File: config.mk
export PLATFORM = sky130hd
export DESIGN_NAME = uart_rx_deserializer_flat
export DESIGN_NICKNAME = d
export VERILOG_FILES = /design/src/rtl/uart_rx_deserializer_if.sv /design/src/rtl/uart_rx_deserializer.sv /design/src/flat_wrapper.sv
export SDC_FILE = /design/constraint.sdc
export NUM_CORES = 1
export LEC_CHECK = 0
export ABC_AREA = 1
export CORE_MARGIN = 2
export CORE_UTILIZATION = 50
export DETAILED_ROUTE_END_ITERATION = 8
export PLACE_DENSITY = 0.76
export SYNTH_ARGS = -nofsm -noshare
export SYNTH_HDL_FRONTEND = slang
export SYNTH_SLANG_ARGS = --single-unit
File: constraint.sdc
create_clock -name clk -period 1.4 [get_ports clk]
set_input_delay 0.28 -clock clk [delete_from_list [all_inputs] [get_ports clk]]
set_output_delay 0.28 -clock clk [all_outputs]
set_load 0.02 [all_outputs]
File: src/rtl/uart_rx_deserializer_if.sv
// rtl/uart_rx_deserializer_if.sv - serial line, parity config and received-word bundle for the UART RX deserializer
interface uart_rx_deserializer_if #(
  parameter int DATA_W = 8
);
  logic              rx_in;
  logic              par_en;
  logic              par_typ;
  logic [DATA_W-1:0] p_data;
  logic              data_valid;
  logic              par_err;
  logic              stp_err;
  logic              busy;

  // Pad/driver side: drives the line and frame configuration
  modport master (
    output rx_in, par_en, par_typ,
    input  p_data, data_valid, par_err, stp_err, busy
  );

  // Deserializer side
  modport slave (
    input  rx_in, par_en, par_typ,
    output p_data, data_valid, par_err, stp_err, busy
  );
endinterface

File: src/rtl/uart_rx_deserializer.sv
// rtl/uart_rx_deserializer.sv - oversampling UART receiver; UART_RX_MAJORITY_EN selects 2-of-3 bit voting
module uart_rx_deserializer #(
  parameter int DATA_W     = 8,
  parameter int OVERSAMPLE = 8
) (
  input logic                  clk,
  input logic                  rst,
  uart_rx_deserializer_if.slave rx_if
);
  localparam int EW = $clog2(OVERSAMPLE);
  localparam int BW = $clog2(DATA_W + 3);
`ifdef UART_RX_MAJORITY_EN
  localparam logic [EW-1:0] DEC_CNT = EW'(OVERSAMPLE / 2 + 1);
`else
  localparam logic [EW-1:0] DEC_CNT = EW'(OVERSAMPLE / 2);
`endif
  localparam logic [EW-1:0] LAST_CNT  = EW'(OVERSAMPLE - 1);
  localparam logic [BW-1:0] LAST_DATA = BW'(DATA_W);

  typedef enum logic [2:0] {IDLE, START, DATA, PARITY, STOP} state_t;

  state_t            state_q, state_d;
  logic [EW-1:0]     edge_cnt_q, edge_cnt_d;
  logic [BW-1:0]     bit_cnt_q, bit_cnt_d;
  logic [DATA_W-1:0] shift_q, shift_d;
  logic [DATA_W-1:0] p_data_q, p_data_d;
  logic              par_en_q, par_en_d;
  logic              par_typ_q, par_typ_d;
  logic              par_bad_q, par_bad_d;
  logic              stp_bad_q, stp_bad_d;
  logic              frame_end_q, frame_end_d;
  logic              data_valid_q, data_valid_d;
  logic              par_err_q, par_err_d;
  logic              stp_err_q, stp_err_d;
  logic              busy_q, busy_d;
  logic              bit_val;
  logic              decide;
`ifdef UART_RX_MAJORITY_EN
  logic              samp0_q, samp0_d;
  logic              samp1_q, samp1_d;
`endif

  // Next-state, sampling and frame-end pulse computation
  always_comb begin
    state_d      = state_q;
    edge_cnt_d   = edge_cnt_q;
    bit_cnt_d    = bit_cnt_q;
    shift_d      = shift_q;
    p_data_d     = p_data_q;
    par_en_d     = par_en_q;
    par_typ_d    = par_typ_q;
    par_bad_d    = par_bad_q;
    stp_bad_d    = stp_bad_q;
    frame_end_d  = 1'b0;
    data_valid_d = 1'b0;
    par_err_d    = 1'b0;
    stp_err_d    = 1'b0;
    decide       = (edge_cnt_q == DEC_CNT);
`ifdef UART_RX_MAJORITY_EN
    samp0_d = (edge_cnt_q == EW'(OVERSAMPLE / 2 - 1)) ? rx_if.rx_in : samp0_q;
    samp1_d = (edge_cnt_q == EW'(OVERSAMPLE / 2))     ? rx_if.rx_in : samp1_q;
    bit_val = (samp0_q & samp1_q) | (samp0_q & rx_if.rx_in) | (samp1_q & rx_if.rx_in);
`else
    bit_val = rx_if.rx_in;
`endif

    // Pulses belong to the frame that ended last cycle; independent of a frame starting now
    if (frame_end_q) begin
      data_valid_d = ~par_bad_q & ~stp_bad_q;
      par_err_d    = par_bad_q;
      stp_err_d    = stp_bad_q;
      if (~par_bad_q & ~stp_bad_q) p_data_d = shift_q;
    end

    if (state_q != IDLE) begin
      if (edge_cnt_q == LAST_CNT) begin
        edge_cnt_d = '0;
        bit_cnt_d  = bit_cnt_q + BW'(1);
      end else begin
        edge_cnt_d = edge_cnt_q + EW'(1);
      end
    end

    case (state_q)
      IDLE: begin
        if (!rx_if.rx_in) begin
          state_d    = START;
          edge_cnt_d = EW'(1);
          bit_cnt_d  = '0;
          par_en_d   = rx_if.par_en;
          par_typ_d  = rx_if.par_typ;
          par_bad_d  = 1'b0;
          stp_bad_d  = 1'b0;
        end
      end
      START: begin
        if (decide) begin
          if (bit_val) begin
            state_d    = IDLE;
            edge_cnt_d = '0;
            bit_cnt_d  = '0;
          end else begin
            state_d = DATA;
          end
        end
      end
      DATA: begin
        if (decide) begin
          shift_d = {bit_val, shift_q[DATA_W-1:1]};
          if (bit_cnt_q == LAST_DATA) state_d = par_en_q ? PARITY : STOP;
        end
      end
      PARITY: begin
        if (decide) begin
          par_bad_d = (^{shift_q, bit_val}) != par_typ_q;
          state_d   = STOP;
        end
      end
      STOP: begin
        if (decide) begin
          stp_bad_d   = ~bit_val;
          frame_end_d = 1'b1;
          state_d     = IDLE;
          edge_cnt_d  = '0;
          bit_cnt_d   = '0;
        end
      end
      default: begin
        state_d    = IDLE;
        edge_cnt_d = '0;
        bit_cnt_d  = '0;
      end
    endcase

    busy_d = (state_d != IDLE);
  end

  // Receiver FSM, counters and registered outputs
  always_ff @(posedge clk or posedge rst) begin
    if (rst) begin
      state_q      <= IDLE;
      edge_cnt_q   <= '0;
      bit_cnt_q    <= '0;
      shift_q      <= '0;
      p_data_q     <= '0;
      par_en_q     <= 1'b0;
      par_typ_q    <= 1'b0;
      par_bad_q    <= 1'b0;
      stp_bad_q    <= 1'b0;
      frame_end_q  <= 1'b0;
      data_valid_q <= 1'b0;
      par_err_q    <= 1'b0;
      stp_err_q    <= 1'b0;
      busy_q       <= 1'b0;
`ifdef UART_RX_MAJORITY_EN
      samp0_q      <= 1'b1;
      samp1_q      <= 1'b1;
`endif
    end else begin
      state_q      <= state_d;
      edge_cnt_q   <= edge_cnt_d;
      bit_cnt_q    <= bit_cnt_d;
      shift_q      <= shift_d;
      p_data_q     <= p_data_d;
      par_en_q     <= par_en_d;
      par_typ_q    <= par_typ_d;
      par_bad_q    <= par_bad_d;
      stp_bad_q    <= stp_bad_d;
      frame_end_q  <= frame_end_d;
      data_valid_q <= data_valid_d;
      par_err_q    <= par_err_d;
      stp_err_q    <= stp_err_d;
      busy_q       <= busy_d;
`ifdef UART_RX_MAJORITY_EN
      samp0_q      <= samp0_d;
      samp1_q      <= samp1_d;
`endif
    end
  end

  assign rx_if.p_data     = p_data_q;
  assign rx_if.data_valid = data_valid_q;
  assign rx_if.par_err    = par_err_q;
  assign rx_if.stp_err    = stp_err_q;
  assign rx_if.busy       = busy_q;
endmodule

File: src/flat_wrapper.sv
// flat-port wrapper written by rule: the top's interface ports become plain ports
module uart_rx_deserializer_flat 
#(
  parameter int DATA_W     = 8,
  parameter int OVERSAMPLE = 8
)
  (clk, rst, rx_if_rx_in, rx_if_par_en, rx_if_par_typ, rx_if_p_data, rx_if_data_valid, rx_if_par_err, rx_if_stp_err, rx_if_busy);
  uart_rx_deserializer_if #(.DATA_W(DATA_W)) rx_if_i ();
  input logic clk;
  input logic rst;
  input wire logic [$bits(rx_if_i.rx_in)-1:0] rx_if_rx_in;
  input wire logic [$bits(rx_if_i.par_en)-1:0] rx_if_par_en;
  input wire logic [$bits(rx_if_i.par_typ)-1:0] rx_if_par_typ;
  output wire logic [$bits(rx_if_i.p_data)-1:0] rx_if_p_data;
  output wire logic [$bits(rx_if_i.data_valid)-1:0] rx_if_data_valid;
  output wire logic [$bits(rx_if_i.par_err)-1:0] rx_if_par_err;
  output wire logic [$bits(rx_if_i.stp_err)-1:0] rx_if_stp_err;
  output wire logic [$bits(rx_if_i.busy)-1:0] rx_if_busy;
  assign rx_if_i.rx_in = rx_if_rx_in;
  assign rx_if_i.par_en = rx_if_par_en;
  assign rx_if_i.par_typ = rx_if_par_typ;
  assign rx_if_p_data = rx_if_i.p_data;
  assign rx_if_data_valid = rx_if_i.data_valid;
  assign rx_if_par_err = rx_if_i.par_err;
  assign rx_if_stp_err = rx_if_i.stp_err;
  assign rx_if_busy = rx_if_i.busy;
  uart_rx_deserializer #(.DATA_W(DATA_W), .OVERSAMPLE(OVERSAMPLE)) u_core (.clk(clk), .rst(rst), .rx_if(rx_if_i));
endmodule
; ---- Word-level counts from Yosys, hierarchy flattened
; Index checks and enable logic that the tools add are counted.
[totals]
regBits = 35
out_inout_bits = 12
elab_cells = 76
[op_classes]
addsub = 2
eq_ne = 11
n_mux = 33
bitwise_logic = 4
n_reduce_logical = 12
[ops]
columns = cell, count
row1 = 3-bit 2-to-1 mux, 13
row2 = 4-bit 2-to-1 mux, 6
row3 = 4-bit one-hot mux with 4 select lines, 1
row4 = 3-bit one-hot mux with 5 select lines, 1
row5 = 3-bit one-hot mux with 4 select lines, 1
row6 = 3-bit equality test (second input constant), 3
row7 = 9-bit parity, 1
row8 = 1-bit 2-to-1 mux, 8
row9 = 3-bit by 2-bit equality test with 1-bit output (second input constant), 2
row10 = 2-bit AND reduction, 3
row11 = 3-bit AND reduction, 2
row12 = 3-bit nonzero test, 2
row13 = 4-bit by 1-bit adder with 4-bit output (second input constant), 1
row14 = 4-bit equality test (second input constant), 1
row15 = 2-bit by 1-bit inequality test with 1-bit output (second input constant), 2
row16 = 1-bit one-hot mux with 2 select lines, 2
row17 = 2-bit nonzero test, 2
row18 = 3-bit by 1-bit adder with 3-bit output (second input constant), 1
row19 = 3-bit by 1-bit equality test with 1-bit output (second input constant), 1
row20 = 3-bit logical NOT, 1
row21 = 1-bit inverter, 3
row22 = 2-bit 2-to-1 mux, 1
row23 = 2-bit inequality test (second input constant), 1
row24 = 2-bit OR reduction, 1
row25 = other kinds (2), 2

; ---- Longest topological paths before layout
[depth]
depth_word = 6
ltp_mapped = 11
depth_no_buf = 11

; ---- Worst setup path after synthesis
; No wires, ideal clock.
[synth_path]
path_kind = register -> register
from = register u_core.edge_cnt_q[0]
to = register u_core.shift_q[0]
setup_time_ns = 0.118
arrival_time_ns = 1.190
required_time_ns = 1.282
path_slack_ns = 0.092
stages_incl_launch_ff = 9
path_buffers = 1
period_less_slack_ns = 1.308
path_cell_list = dfrtp_1 > inv_1 > ha_1 > nand2_1 > inv_1 > nand2_2 > buf_6 > nand2_1 > o21ai_2
[synth_via]
elab_chain_cells = 2
[synth_rtl]
columns = element, line
row1 = from (decl), uart_rx_deserializer.sv:23  ; logic [EW-1:0] edge_cnt_q, edge_cnt_d;
row2 = from (signal assigned), uart_rx_deserializer.sv:161  ; edge_cnt_q <= edge_cnt_d;
row3 = 3-bit equality test, uart_rx_deserializer.sv:58  ; decide = (edge_cnt_q == DEC_CNT);
row4 = 2-bit AND reduction (no line), -
row5 = to (signal assigned), uart_rx_deserializer.sv:163  ; shift_q <= shift_d;
row6 = to (decl), uart_rx_deserializer.sv:25  ; logic [DATA_W-1:0] shift_q, shift_d;
; Every way passes these cells.
; A chain may end at the register's enable or synchronous reset.

; ---- Final worst setup path
[layout_path]
from = register u_core.edge_cnt_q[1]
to = register u_core.edge_cnt_q[0]
[layout_via]
elab_chain_cells = 6
elab_cells_between_ends = 9
classes_between = eq/ne (2) / mux (7)
[layout_rtl]
columns = element, line
row1 = 3-bit equality test, uart_rx_deserializer.sv:76  ; if (edge_cnt_q == LAST_CNT) begin
row2 = 3-bit 2-to-1 mux, uart_rx_deserializer.sv:76
row3 = 3-bit 2-to-1 mux, uart_rx_deserializer.sv:75  ; if (state_q != IDLE) begin
row4 = 3-bit 2-to-1 mux, uart_rx_deserializer.sv:98  ; if (bit_val) begin
row5 = 3-bit 2-to-1 mux, uart_rx_deserializer.sv:97  ; if (decide) begin
row6 = 3-bit one-hot mux with 4 select lines (*), uart_rx_deserializer.sv:84  ; case (state_q)
row7 = net u_core.edge_cnt_d[0], uart_rx_deserializer.sv:23
; Mark *: on every way through the listed nets, which the timed path passes. The rest lies on a longest branch.

==> results by group <==
Floorplanning
  – Core box area: 3337 um2
  – Initial Util: 52.27%
  – Die X: approximately 63 um
  – Die span in y: 63.06 um
  – Boundary Pins: 17
  – Die ar.: 3977 um2
  – Row cnt: 21

Timing
  – Clk_skew: 0.005597 ns
  – Slew of the pin with the lowest slew margin: 0.4535 ns
  – Final min period: about 1.4 ns
  – RSZ-0062 raised after global routing: yes
  – Max Fclk: between 0.7 and 0.8 GHz
  – Final Max Tran Viols: 0
  – Setup ws final: -0.02844 ns
  – Final hold vios: 0
  – Final worst path period share: 102.0%
  – Min Hold Slack: 0.2814 ns
  – Slew margin rel.: 69.70%
  – Final setup fails: 2

Yosys
  – Mapped cell area: 1744 um2
  – Synthesized flop and latch total: 35
  – Seq/Total Area, Yosys: 50.22%
  – Mapped Nets: 221
  – Yosys warns: 0
  – Synth cell types: 26
  – Post-synthesis cell count: 210
  – Syn Area/Cell: 8.306 um2

Power
  – Switching part of the total: 39.13%
  – Power Dens Cells: 1568 nW/um2
  – Logic pwr share: between 40% and 50%
  – Leakage dissipation: 1.181 nW
  – Sw Pwr: 1.348 mW
  – Clock network fraction of total power: approximately 14%
  – Peak supply drop: 761.4 uV
  – Internal power: 2.096 mW
  – Sequential Power Share: 39.9%

Status
  – Failing checks: setup timing
  – Status: finished with violations

Layout
  – Antenna diodes: 0
  – Area growth syn-to-layout: 25.90%
  – Most frequent cells in the layout: nand2_1, dfrtp_1, inv_1, buf_4
  – Final #Nets: between 200 and 300
  – # fillers: 295
  – Commonest non-fill, non-tap cell in the layout: nand2_1
  – Final instance area: 2196 um2
  – Share of layout cells above drive strength 1: about a quarter

Setup path
  – Crit-path max FO: 6
  – Crit path from: u_core.edge_cnt_q[1]$_DFF_PP0_
  – Kind of critical path: reg2reg
  – WP data required: 1.63 ns
  – CP endpoint kind: flop
  – Crit Reg-Reg Startpoint: u_core.edge_cnt_q[1]$_DFF_PP0_
  – Setup crit start kind: flop
  – Worst Path Arrival: approximately 1.7 ns

CTS
  – Total CTS buffers: 5
  – H-tree depth: 2
  – Max Root-Sink Buffers: 2
  – Root Buffer: clkbuf_4
  – # clock sinks: 35
  – Worst skew pair latency: 0.33 ns
  – CTS tree: yes
  – Clock-pin transition on the worst setup and hold timing paths: approximately 0.10 ns
  – Hold-fix buffers at CTS: 0

GRT
  – Pin count of the biggest net entering global routing: 36
  – Total GRT Usage: 19.41%
  – Global-route wire length before repair: 5.989 mm
  – Number of global-route vias before repair: 1,439
  – Remaining global-route overflow: 0
  – Initial antenna violation count: 0

Route
  – 1st-pass router iterations: 4
  – Initial drt markers: between 80 and 90
  – Vias per std cell: 4.833
  – Post-route ant nets: 0
  – DR WL/cell: 10.88 um
  – DRT Wirelength: 3.188 mm
  – Vias: 1,416
  – DRC Markers: 0

Placement
  – Dpl cell area: 2082 um2
  – Dpl hpwl: 2.295 mm
  – Port bufs: 16
  – Final RePlAce weighted congestion: between 0.8 and 0.9

Hold path
  – Min-Delay Path Class: in2async

Job
  – Max-Cap Viols: 0
==> power groups by stage <==
stage          registers, mW  logic (mW)  clock network (mW)
3_5_place_dp            1.38        1.34                   0
2_1_floorplan           1.39       0.868                   0
5_1_grt                 1.40        1.80               0.543
4_1_cts                 1.38        1.51               0.508
3_3_place_gp            1.38        1.31                   0
6_report                1.38        1.58               0.487
==> synth_stat cells <==
library cell | number | area, um2
nor3_1 | 1 | 5.000
nand2_4 | 1 | 11.26
o22ai_1 | 1 | 6.260
ha_1 | 6 | 75.07
nand3_2 | 1 | 10.01
buf_6 | 1 | 11.26
nand2_2 | 2 | 12.51
inv_2 | 4 | 15.01
and3_1 | 1 | 6.260
o21ai_0 | 13 | 65.06
nor2_2 | 3 | 18.77
dfrtp_1 | 35 | 875.8
xor2_1 | 2 | 17.52
o21ai_2 | 8 | 70.07
nand4_1 | 2 | 12.51
o211ai_2 | 1 | 12.51
a21oi_1 | 5 | 25.02
o211ai_1 | 1 | 7.510
inv_1 | 31 | 116.4
a21oi_2 | 1 | 8.760
clkbuf_1 | 1 | 3.750
o22ai_2 | 1 | 12.51
o21ai_1 | 2 | 10.01
nand2_1 | 62 | 232.7
nand3_1 | 10 | 50.05
nor2_1 | 14 | 52.55
==> state kept, by name, summed over array words and instances (netlist names) <==
name and cells:
u_core.rx_if.p_data 8, u_core.shift_q 8, u_core.bit_cnt_q 4, u_core.edge_cnt_q 3
u_core.state_q 3, u_core.frame_end_q 1, u_core.par_bad_q 1, u_core.par_en_q 1
u_core.par_typ_q 1, u_core.rx_if.busy 1, u_core.rx_if.data_valid 1, u_core.rx_if.par_err 1
u_core.rx_if.stp_err 1, u_core.stp_bad_q 1
==> cells by family (layout without fill, tap and decap cells) <==
| family | count (synthesis) | after routing | synth area share, % |
|---|---|---|---|
| flops | 35 | 35 | 50.22 |
| xor+xnor | 2 | 2 | 1.004 |
| simple gates | 97 | 97 | 23.60 |
| compound gates | 33 | 33 | 12.48 |
| buf+inv | 37 | 74 | 8.393 |
| fa+ha+maj | 6 | 6 | 4.304 |
==> final timing paths <==
check	depth (start not counted)	slack, ns	endpoint
max in group asynchronous	3	0.95	u_core.rx_if.p_data[2]$_DFFE_PP0P_
min in group clk	2	0.49	u_core.rx_if.p_data[2]$_DFFE_PP0P_
setup / recovery	7	-0.03	u_core.edge_cnt_q[0]$_DFF_PP0_
hold reg to reg	2	0.49	u_core.rx_if.p_data[2]$_DFFE_PP0P_
hold / removal	3	0.28	u_core.shift_q[6]$_DFFE_PP0P_
setup reg to reg	7	-0.03	u_core.edge_cnt_q[0]$_DFF_PP0_
==> metrics by stage <==
stage,std cells,utilization [%],TNS (ns),setup WS (ns),total power [mW]
5_1_grt,293,65.80,-0.6120,-0.07878,3.751
6_report,293,65.80,-0.03004,-0.02844,3.444
2_1_floorplan,210,-,0,0.09168,2.257
3_5_place_dp,283,62.39,-1.353,-0.1636,2.728
4_1_cts,291,64.83,-0.05943,-0.03792,3.389
3_3_place_gp,283,62.39,-1.077,-0.1498,2.683
==> critical path, cell delays in order, from the launching register on <==
cell and delay (ns):
dfrtp_1 0.41, inv_2 0.09, ha_4 0.15, nand2_4 0.06
o211ai_1 0.25, nand3_4 0.14, a21oi_2 0.18, a21oi_2 0.05
==> routing by layer <==
layer	up-vias	share of wire, %	global-route usage, %
li1	734	-	-
met1	654	46	22.68
met2	24	49	33.38
met3	4	4.2	6.071
met4	0	1.2	7.222
met5	-	0	0
==> repair_timing <==
action / in CTS / in global routing
pin swaps: 6 / 4
endpoints found under the setup margin: 29 / 19
setup buffers: 2 / 2
resized for setup: 23 / 13
==> cell type report <==
class,instances,area (um2),share of cell area [%]
tap,46,57.56,2.621
sequential,35,875.8,39.89
timing repair buffer,33,310.3,14.13
multi-input combinational,138,779.5,35.50
clock buffer,6,41.29,1.880
inverter,35,131.4,5.983
Note: power is estimated with default switching activity, not from simulation.
